## src/rtl/clock_pkg.sv

```systemverilog
// Shared time-of-day definitions: BCD digit widths, digit limits and the hh:mm legality rule.
// Both the time setter and the time keeper use these definitions.
package clock_pkg;

    localparam int HL_W = 2;
    localparam int HR_W = 4;
    localparam int ML_W = 3;
    localparam int MR_W = 4;
    localparam int SL_W = 3;
    localparam int SR_W = 4;

    localparam logic [HL_W-1:0] HOURS_TENS_MAX        = 2'd2;
    localparam logic [HR_W-1:0] HOURS_UNITS_MAX       = 4'd9;
    localparam logic [HR_W-1:0] HOURS_UNITS_MAX_AT_20 = 4'd3;
    localparam logic [ML_W-1:0] MIN_SEC_TENS_MAX      = 3'd5;
    localparam logic [MR_W-1:0] UNITS_MAX             = 4'd9;

    // True when the digit set forms a valid 24-hour hh:mm value.
    function automatic logic time_legal(
        input logic [HL_W-1:0] hl,
        input logic [HR_W-1:0] hr,
        input logic [ML_W-1:0] ml,
        input logic [MR_W-1:0] mr
    );
        return (hl <= HOURS_TENS_MAX) && (hr <= HOURS_UNITS_MAX) &&
               ((hl != HOURS_TENS_MAX) || (hr <= HOURS_UNITS_MAX_AT_20)) &&
               (ml <= MIN_SEC_TENS_MAX) && (mr <= UNITS_MAX);
    endfunction

endpackage

```

## src/rtl/time_keeper_if.sv

```systemverilog
// Bundle between the time setter/display side (master) and the time keeper (slave).
// The bundle carries the run/load controls, the hh:mm load digits, and the current time plus event pulses.
interface time_keeper_if;
    import clock_pkg::*;

    logic            run_en;
    logic            load_req;
    logic [HL_W-1:0] i_hours_left;
    logic [HR_W-1:0] i_hours_right;
    logic [ML_W-1:0] i_minutes_left;
    logic [MR_W-1:0] i_minutes_right;

    logic [HL_W-1:0] o_hours_left;
    logic [HR_W-1:0] o_hours_right;
    logic [ML_W-1:0] o_minutes_left;
    logic [MR_W-1:0] o_minutes_right;
    logic [SL_W-1:0] o_seconds_left;
    logic [SR_W-1:0] o_seconds_right;
    logic            load_ack;
    logic            load_err;
    logic            sec_tick;
    logic            day_wrap;

    modport master (
        output run_en, load_req,
               i_hours_left, i_hours_right, i_minutes_left, i_minutes_right,
        input  o_hours_left, o_hours_right, o_minutes_left, o_minutes_right,
               o_seconds_left, o_seconds_right, load_ack, load_err, sec_tick, day_wrap
    );

    modport slave (
        input  run_en, load_req,
               i_hours_left, i_hours_right, i_minutes_left, i_minutes_right,
        output o_hours_left, o_hours_right, o_minutes_left, o_minutes_right,
               o_seconds_left, o_seconds_right, load_ack, load_err, sec_tick, day_wrap
    );

endinterface

```

## src/rtl/bcd_digit.sv

```systemverilog
// Loadable, enabled BCD digit counter that wraps after max_val.
// The carry output is asserted in the cycle the digit wraps, so the next digit can advance on the same edge.
module bcd_digit #(
    parameter int W = 4
) (
    input  logic         clk,
    input  logic         rst,
    input  logic         load,
    input  logic [W-1:0] load_val,
    input  logic         en,
    input  logic [W-1:0] max_val,
    output logic [W-1:0] q,
    output logic         carry
);

    assign carry = en & (q >= max_val);

    // NOTE: state registers use non-blocking assignments so all digits update together on the edge.
    always_ff @(posedge clk) begin
        if (rst) begin
            q <= '0;
        end else if (load) begin
            q <= load_val;
        end else if (en) begin
            q <= carry ? '0 : q + W'(1);
        end
    end

endmodule

```

## src/rtl/time_keeper.sv

```systemverilog
// BCD hh:mm:ss time-of-day counter that advances once per TICKS_PER_SEC clocks.
// A rising edge on load_req loads hh:mm; while load_req is held high, the time is frozen.
module time_keeper
    import clock_pkg::*;
#(
    parameter int TICKS_PER_SEC = 50_000_000
) (
    input  logic         clk,
    input  logic         rst,
    time_keeper_if.slave bus
);

    localparam int            PW       = $clog2(TICKS_PER_SEC);
    localparam logic [PW-1:0] PRE_LAST = PW'(TICKS_PER_SEC - 1);

    logic [PW-1:0]   prescaler;
    logic            load_q;
    logic            load_rise;
    logic            legal;
    logic            do_load;
    logic            tick;
    logic [HR_W-1:0] hr_max;
    logic            c_sr, c_sl, c_mr, c_ml, c_hr, c_hl;

    assign load_rise = bus.load_req & ~load_q;
    assign legal     = time_legal(bus.i_hours_left, bus.i_hours_right,
                                  bus.i_minutes_left, bus.i_minutes_right);
    assign do_load   = load_rise & legal;
    // HOLD (load_req high) suppresses the tick, so a load always beats a second boundary.
    assign tick      = ~bus.load_req & bus.run_en & (prescaler == PRE_LAST);
    assign hr_max    = (bus.o_hours_left == HOURS_TENS_MAX) ? HOURS_UNITS_MAX_AT_20 : HOURS_UNITS_MAX;

    always_ff @(posedge clk) begin
        if (rst) begin
            prescaler    <= '0;
            load_q       <= 1'b0;
            bus.load_ack <= 1'b0;
            bus.load_err <= 1'b0;
            bus.sec_tick <= 1'b0;
            bus.day_wrap <= 1'b0;
        end else begin
            load_q       <= bus.load_req;
            bus.load_ack <= do_load;
            bus.load_err <= load_rise & ~legal;
            bus.sec_tick <= tick;
            bus.day_wrap <= c_hl;
            if (do_load || tick) begin
                prescaler <= '0;
            end else if (~bus.load_req && bus.run_en) begin
                prescaler <= prescaler + PW'(1);
            end
        end
    end

    bcd_digit #(.W(SR_W)) u_sec_r (
        .clk(clk), .rst(rst), .load(do_load), .load_val('0), .en(tick),
        .max_val(UNITS_MAX), .q(bus.o_seconds_right), .carry(c_sr));

    bcd_digit #(.W(SL_W)) u_sec_l (
        .clk(clk), .rst(rst), .load(do_load), .load_val('0), .en(c_sr),
        .max_val(MIN_SEC_TENS_MAX), .q(bus.o_seconds_left), .carry(c_sl));

    bcd_digit #(.W(MR_W)) u_min_r (
        .clk(clk), .rst(rst), .load(do_load), .load_val(bus.i_minutes_right), .en(c_sl),
        .max_val(UNITS_MAX), .q(bus.o_minutes_right), .carry(c_mr));

    bcd_digit #(.W(ML_W)) u_min_l (
        .clk(clk), .rst(rst), .load(do_load), .load_val(bus.i_minutes_left), .en(c_mr),
        .max_val(MIN_SEC_TENS_MAX), .q(bus.o_minutes_left), .carry(c_ml));

    bcd_digit #(.W(HR_W)) u_hour_r (
        .clk(clk), .rst(rst), .load(do_load), .load_val(bus.i_hours_right), .en(c_ml),
        .max_val(hr_max), .q(bus.o_hours_right), .carry(c_hr));

    bcd_digit #(.W(HL_W)) u_hour_l (
        .clk(clk), .rst(rst), .load(do_load), .load_val(bus.i_hours_left), .en(c_hr),
        .max_val(HOURS_TENS_MAX), .q(bus.o_hours_left), .carry(c_hl));

endmodule
```

## src/flat_wrapper.sv

```systemverilog
// flat-port wrapper written by rule: the top's interface ports become plain ports
module time_keeper_flat import clock_pkg::*;
#(
    parameter int TICKS_PER_SEC = 50_000_000
)
  (clk, rst, bus_run_en, bus_load_req, bus_i_hours_left, bus_i_hours_right, bus_i_minutes_left, bus_i_minutes_right, bus_o_hours_left, bus_o_hours_right, bus_o_minutes_left, bus_o_minutes_right, bus_o_seconds_left, bus_o_seconds_right, bus_load_ack, bus_load_err, bus_sec_tick, bus_day_wrap);
  time_keeper_if bus_i ();
  input  logic clk;
  input  logic rst;
  input wire logic [$bits(bus_i.run_en)-1:0] bus_run_en;
  input wire logic [$bits(bus_i.load_req)-1:0] bus_load_req;
  input wire logic [$bits(bus_i.i_hours_left)-1:0] bus_i_hours_left;
  input wire logic [$bits(bus_i.i_hours_right)-1:0] bus_i_hours_right;
  input wire logic [$bits(bus_i.i_minutes_left)-1:0] bus_i_minutes_left;
  input wire logic [$bits(bus_i.i_minutes_right)-1:0] bus_i_minutes_right;
  output wire logic [$bits(bus_i.o_hours_left)-1:0] bus_o_hours_left;
  output wire logic [$bits(bus_i.o_hours_right)-1:0] bus_o_hours_right;
  output wire logic [$bits(bus_i.o_minutes_left)-1:0] bus_o_minutes_left;
  output wire logic [$bits(bus_i.o_minutes_right)-1:0] bus_o_minutes_right;
  output wire logic [$bits(bus_i.o_seconds_left)-1:0] bus_o_seconds_left;
  output wire logic [$bits(bus_i.o_seconds_right)-1:0] bus_o_seconds_right;
  output wire logic [$bits(bus_i.load_ack)-1:0] bus_load_ack;
  output wire logic [$bits(bus_i.load_err)-1:0] bus_load_err;
  output wire logic [$bits(bus_i.sec_tick)-1:0] bus_sec_tick;
  output wire logic [$bits(bus_i.day_wrap)-1:0] bus_day_wrap;
  assign bus_i.run_en = bus_run_en;
  assign bus_i.load_req = bus_load_req;
  assign bus_i.i_hours_left = bus_i_hours_left;
  assign bus_i.i_hours_right = bus_i_hours_right;
  assign bus_i.i_minutes_left = bus_i_minutes_left;
  assign bus_i.i_minutes_right = bus_i_minutes_right;
  assign bus_o_hours_left = bus_i.o_hours_left;
  assign bus_o_hours_right = bus_i.o_hours_right;
  assign bus_o_minutes_left = bus_i.o_minutes_left;
  assign bus_o_minutes_right = bus_i.o_minutes_right;
  assign bus_o_seconds_left = bus_i.o_seconds_left;
  assign bus_o_seconds_right = bus_i.o_seconds_right;
  assign bus_load_ack = bus_i.load_ack;
  assign bus_load_err = bus_i.load_err;
  assign bus_sec_tick = bus_i.sec_tick;
  assign bus_day_wrap = bus_i.day_wrap;
  time_keeper #(.TICKS_PER_SEC(TICKS_PER_SEC)) u_core (.clk(clk), .rst(rst), .bus(bus_i));
endmodule
```

## config.mk

```make
export PLATFORM = sky130hd
export DESIGN_NAME = time_keeper_flat
export DESIGN_NICKNAME = d
export VERILOG_FILES = /design/src/rtl/clock_pkg.sv /design/src/rtl/time_keeper_if.sv /design/src/rtl/bcd_digit.sv /design/src/rtl/time_keeper.sv /design/src/flat_wrapper.sv
export SDC_FILE = /design/constraint.sdc
export NUM_CORES = 1
export LEC_CHECK = 0
export ABC_AREA = 1
export BUFFER_PORTS_ARGS = -buffer_cell sky130_fd_sc_hd__buf_2
export CORE_ASPECT_RATIO = 1.2
export CORE_MARGIN = 4
export CORE_UTILIZATION = 35
export CTS_CLUSTER_SIZE = 16
export DETAILED_ROUTE_END_ITERATION = 8
export PLACE_DENSITY_LB_ADDON = 0.2
export SYNTH_ARGS = -nofsm -noshare
export SYNTH_HDL_FRONTEND = slang
export SYNTH_SLANG_ARGS = --single-unit
```

## constraint.sdc

```tcl
create_clock -name clk -period 2.2 [get_ports clk]
set_clock_uncertainty 0.2 [all_clocks]
set_input_delay 0.11 -clock clk [delete_from_list [all_inputs] [get_ports clk]]
set_output_delay 0.11 -clock clk [all_outputs]
set_load 0.02 [all_outputs]
```

======== Word level (Yosys, flattened, before mapping) ========
Cells that the tools add are included.
storage, ports and cells
  register bits after elaboration ......... 51
  input port bits ......................... 17
  word-level logic and storage cells ...... 75
  output and inout port bits .............. 24
operators by class
  bitwise operators ....................... 14
  reduce and logical (&&, ||, !) cells .... 13
  add/subtract/negate cells ............... 7
  equality and inequality tests ........... 3
  muxes and demuxes ....................... 15
  $lt $le $gt $ge ......................... 11
operator list
  operator               number
  $mux 4                 8
  $add 26x1->26 const B  1
  $eq 26x26->1 const B   1
  $add 4x1->4 const B    3
  $mux 3                 4
  $and 1x1->1            11
  $ge 4x4->1 const B     2
  $le 4x4->1 const B     2
  $reduce_bool 2->1      4
  $add 3x1->3 const B    2
  $ge 3x3->1 const B     2
  $mux 2                 3
  $logic_and 1x1->1      5
  $ge 4x4->1             1
  $le 4x2->1 const B     1
  $reduce_or 2->1        2
  $le 3x3->1 const B     1
  $not 1->1              3
  $add 2x1->2 const B    1
  $eq 2x2->1 const B     1
  $ge 2x2->1 const B     1
  $le 2x2->1 const B     1
  $logic_or 1x1->1       2
  $ne 2x2->1 const B     1

======== Depth between registers and ports, before layout ========
  depth in word-level cells ............... 12
  gate-level depth with buffers ........... 12
  mapped depth without buffers ............ 12

======== By module ========
Synthesis repeated with hierarchy kept, for this count alone.
second synthesis, totals
  cells, all modules ...................... 511
  area, all modules ....................... 3,402.0 um2
modules (own cells, without submodules)
  module                            times used  sequential area each (um2)  area an instance (um2)  cells each
  time_keeper                       1           620.6                       1,720.4                 253
  bcd_digit at u_core.u_hour_r ...  3           80.1                        337.8                   52
  bcd_digit at u_core.u_min_l ...   2           60.1                        247.7                   37
  bcd_digit at u_core.u_hour_l      1           40.0                        172.7                   28

======== Least setup slack after synthesis ========
No wires, ideal clock.
  path kind ............................... reg-to-reg
  from .................................... register u_core.u_sec_r.q[0]
  to ...................................... register u_core.u_hour_r.q[3]
  arrival time ............................ 1,692 ps
  stages on the path, launching flop included .. 11
  period minus slack after synthesis ...... 2,019 ps
  buffers on the path ..................... 0
  slack ................................... 181 ps
  cells stage by stage .................... dfxtp_1 inv_1 ha_1 a31oi_4 nand3_4 nor2_8 nand3_2 nand3_1 nand2_1 nor2_1 nor2_1
on the way
  cells in the longest elaborated chain, start to end .. 9
  elaborated cells between the ends (all ways) .. 10
ends and longest elaborated chain
  item                          line             RTL
  from (decl)                   bcd_digit.sv:12  output logic [W-1:0] q,
  from (signal assigned)        bcd_digit.sv:23  q <= load_val;
  from (signal assigned)        bcd_digit.sv:25  q <= carry ? '0 : q + W'(1);
  $ge 4x4->1 (*)                bcd_digit.sv:16  assign carry = en & (q >= max_val);
  $and 1x1->1 (*) (4 in a row)  bcd_digit.sv:16
  $and 1x1->1                   bcd_digit.sv:16
  $mux 4                        bcd_digit.sv:25
  $mux 4                        bcd_digit.sv:24  end else if (en) begin
  $mux 4                        bcd_digit.sv:22  end else if (load) begin
  to (signal assigned)          bcd_digit.sv:23
  to (signal assigned)          bcd_digit.sv:25
  to (decl)                     bcd_digit.sv:12
Every way passes the cells marked *; elsewhere a longest branch is shown, timed or not. The select of a mux whose other input is x is not followed.
A chain may end at the register's enable or synchronous reset.

======== Worst setup path in the final report ========
  from .................................... register u_core.prescaler[1]
  to ...................................... register u_core.prescaler[20]
on the way
  cells in the longest elaborated chain, start to end .. 4
  elaborated cells between the ends (all ways) .. 5
ends and longest elaborated chain
  item                                                                   line               RTL
  from (decl)                                                            time_keeper.sv:16  logic [PW-1:0] prescaler;
  from (signal assigned)                                                 time_keeper.sv:50  prescaler <= prescaler + PW'(1);
  parallel branches: the longest is 4 deep, another holds $add 26x1->26  -
Parallel ways; which one is timed is not known.

==> results.toml <==
[floorplan]
fp.coreArea_um2 = 8290
num_io_pins = 41
die-width_um = 93.0
design.die.area_um2 = 10200
placementRows = 36
floorplan.die.height_um = 110
initial_core_util_pct = 36.6

[yosys]
synth.net_count = 451
ys_ff_latch = 51
synthDistinctLibCells = 36
netlist_instances = 419
synthesis.yosys.warnings = 0
mappedNetlistArea_um2 = 3030
seq_area_frac_synth_pct = 33.7
post_synth.cell_area_avg_um2 = 7.24

[sta]
hold_violations = 0
fmax_mhz = 492
tightestPinTransition_ps = 331
fin_tns_setup_ps = 0
setup_violations = 0
layout_worst_path_cycle_share_pct = 92.4
timing.final.max_slew_violations = 0
max-slew-margin-rel_pct = 77.8
fin_crit_ps = 2030
fin_ws_ps = 166

[layout]
final_util_pct = 44.9
layout.filler_cells = 873
final_cell_area_um2 = 3720
flow.area_growth_from_synthesis_pct = 22.6
n_antenna_cell = 0
mostFrequentLayoutCells = "sky130_fd_sc_hd__nand2_1, sky130_fd_sc_hd__nor2_1, sky130_fd_sc_hd__inv_1, sky130_fd_sc_hd__dfxtp_1, sky130_fd_sc_hd__buf_2"
final_common_cell = "sky130_fd_sc_hd__nand2_1"
drive_gt1_share_pct = 21.2
num-nets-final = 517

[power]
combPwrFrac_pct = 9.4
clkPwrFrac_pct = 33.0
power_switching_mw = 0.419
p_sw_share_pct = 25.5
peakVddDrop_mv = 0.244
power_density_nw_per_um2 = 442
p_int_mw = 1.23
seq_power_share_pct = 57.5
total_leakage_power_nw = 1.60

[global_routing]
grtUsageTotal_pct = 15.5
first_global_vias = 2834
grt_antenna_before_repair = 0
grt-ovfl-total = 0
pin_count_of_the_biggest_net_entering_global_routing = 19
grt_pass1_wl_um = 12900

[critical_path]
startpoint_type = "flop"
cp_slowest_stage_delay_ps = 360
worst-endpoint-arrival_ps = 2040
crit_slowest_cell = "sky130_fd_sc_hd__dfxtp_2"
reg2reg_slack_ps = 170
crit_type = "reg2reg"
startpoint = "u_core.prescaler[1]$_SDFFE_PP0P_"
critical_path_peak_fanout = 4
worstSetupEndpointType = "flop"
required_time_reported_for_the_critical_path_endpoint_ps = 2210
critical-path-top-cell-by-count = "sky130_fd_sc_hd__nor2_4"
worstPathCellList = "ha_2, nand3_2, nor2_4, nand2_2, nor2_4, nand3_4, nor2_4, nand2_2, nor2_2, nand2_1, o21ai_2, nor2_1"
timing.rr.start = "u_core.prescaler[1]$_SDFFE_PP0P_"
cpLargestDelayFamily = "simple AND/OR/NAND/NOR gates"
worstPathBufferInverterCount = 0

[clocking]
clk_pin_slew_worst_paths_ps = 100
clkSinkCount = 51
clock_latency_ps = 310
tritoncts_clock_tree = "yes"
cts.root.buffer_cell = "sky130_fd_sc_hd__clkbuf_8"
tritoncts.num_buffers = 5
cts-htree-levels = 2
cts_max_path_buffers = 2

[routing]
drt-initial-drc-count = 102
vias = 2798
final_antenna_net_count = 0
viasPerCell = 4.66
post_drt_wl_per_cell_um = 12.1
drt-total-wl_um = 7260
drc = 0
dr.pass1.iters = 4

[placed_design]
post_dp_cell_area_um2 = 3410
pre_cts_slack_ps = 139
place.gp.congestion = 0.906
place.port_buffers = 40
hpwl_um = 5530

[hold_path]
holdCritStartpoint = "u_core.prescaler[22]$_SDFFE_PP0P_"
hold_path.class = "reg2reg"

[outcome]
result_of_the_run = "finished clean"

[run]
drv_cap = 0
tightest hold or removal path, delay by kind of cell (launching register included):
family	cells	cell delay (ps)
AOI/OAI and AO/OA	1	50
buffers and inverters	1	60
DFF	1	330
state kept, by name (all words and copies together) (netlist names):
register	cells
u_core.u_hour_l.q	2
u_core.u_sec_r.q	4
u_core.u_min_l.q	3
u_core.u_hour_r.q	4
u_core.load_q	1
u_core.bus.day_wrap	1
u_core.u_min_r.q	4
u_core.prescaler	26
u_core.bus.load_err	1
u_core.bus.sec_tick	1
u_core.u_sec_l.q	3
u_core.bus.load_ack	1
worst paths after layout:
| check | endpoint | depth (start not counted) |
|---|---|---|
| worst min register to register | u_core.prescaler[22]$_SDFFE_PP0P_ | 2 |
| worst max register to register | u_core.prescaler[20]$_SDFFE_PP0P_ | 12 |
| worst max-delay path | u_core.prescaler[20]$_SDFFE_PP0P_ | 12 |
| worst min-delay path | u_core.prescaler[22]$_SDFFE_PP0P_ | 2 |
layer usage:
layer | routed length [um] | part of all wire (%) | GRT usage (%)
met5 | 0 | 0 | 0
met2 | 3650 | 50 | 28.4
met3 | 233 | 3.2 | 3.19
met4 | 125 | 1.7 | 4.40
met1 | 3250 | 45 | 18.3
layout make-up:
cell class,instances,area [um2],area share (%)
Multi-Input combinational cell,303,1790,48.2
Inverter,58,221,5.95
Timing Repair Buffer,66,453,12.2
Tap cell,114,143,3.83
Sequential cell,51,1020,27.5
Clock buffer,6,72.6,1.95
Clock inverter,2,12.5,0.336
cells in the mapped netlist:
cell / number / area [um2]
sky130_fd_sc_hd__a211oi_1: 1 / 7.51
sky130_fd_sc_hd__a21boi_2: 1 / 11.3
sky130_fd_sc_hd__a21o_1: 1 / 7.51
sky130_fd_sc_hd__a21oi_1: 7 / 35.0
sky130_fd_sc_hd__a31oi_1: 7 / 43.8
sky130_fd_sc_hd__a31oi_4: 1 / 21.3
sky130_fd_sc_hd__and3_1: 1 / 6.26
sky130_fd_sc_hd__buf_2: 3 / 15.0
sky130_fd_sc_hd__clkbuf_1: 4 / 15.0
sky130_fd_sc_hd__dfxtp_1: 51 / 1020
sky130_fd_sc_hd__ha_1: 15 / 188
sky130_fd_sc_hd__inv_1: 52 / 195
sky130_fd_sc_hd__inv_2: 6 / 22.5
sky130_fd_sc_hd__nand2_1: 77 / 289
sky130_fd_sc_hd__nand2_2: 5 / 31.3
sky130_fd_sc_hd__nand2_4: 2 / 22.5
sky130_fd_sc_hd__nand3_1: 27 / 135
sky130_fd_sc_hd__nand3_2: 3 / 30.0
sky130_fd_sc_hd__nand3_4: 2 / 35.0
sky130_fd_sc_hd__nand4_1: 15 / 93.8
sky130_fd_sc_hd__nand4_4: 2 / 42.5
sky130_fd_sc_hd__nor2_1: 72 / 270
sky130_fd_sc_hd__nor2_2: 7 / 43.8
sky130_fd_sc_hd__nor2_4: 6 / 67.6
sky130_fd_sc_hd__nor2_8: 1 / 20.0
sky130_fd_sc_hd__nor3_1: 12 / 60.1
sky130_fd_sc_hd__nor3_2: 1 / 10.0
sky130_fd_sc_hd__nor3b_1: 2 / 15.0
sky130_fd_sc_hd__nor4_2: 1 / 12.5
sky130_fd_sc_hd__o21a_1: 1 / 7.51
sky130_fd_sc_hd__o21ai_0: 6 / 30.0
sky130_fd_sc_hd__o21ai_1: 2 / 10.0
sky130_fd_sc_hd__o21ai_2: 1 / 8.76
sky130_fd_sc_hd__o31ai_1: 1 / 7.51
sky130_fd_sc_hd__xnor2_1: 2 / 17.5
sky130_fd_sc_hd__xor2_1: 21 / 184
power by group through the flow:
stage               clock network [mW]  logic, mW  registers, mW
floorplan                            0     0.0678          0.974
global placement                     0      0.127          0.966
detailed placement                   0      0.128          0.966
CTS                              0.569      0.152          0.945
global route                     0.609      0.175          0.948
finish                           0.543      0.155          0.946
cell families (layout without fill, tap and decap cells):
logic type | Yosys count | count (layout) | synth area share (%)
simple gates | 236 | 236 | 39.1
compound gates | 29 | 29 | 6.27
buf+inv | 65 | 132 | 8.17
xor+xnor | 23 | 23 | 6.64
fa+ha+maj | 15 | 15 | 6.19
flops | 51 | 51 | 33.7
repair_timing:
item                       4_1_cts  5_1_grt
setup endpoints to repair        0       20
buffers inserted                 0        1
hold buffers                    17        1
resized for setup                0       12
hold endpoints to repair        16        1
per-stage QoR:
step / cells / hold WS [ps] / total power [mW]
2_1_floorplan: 419 / 31.8 / 1.04
3_3_place_gp: 573 / 139 / 1.09
3_5_place_dp: 573 / 143 / 1.09
4_1_cts: 598 / 11.4 / 1.67
5_1_grt: 600 / 323 / 1.73
6_report: 600 / 290 / 1.64
(Power assumes the default switching activity.)
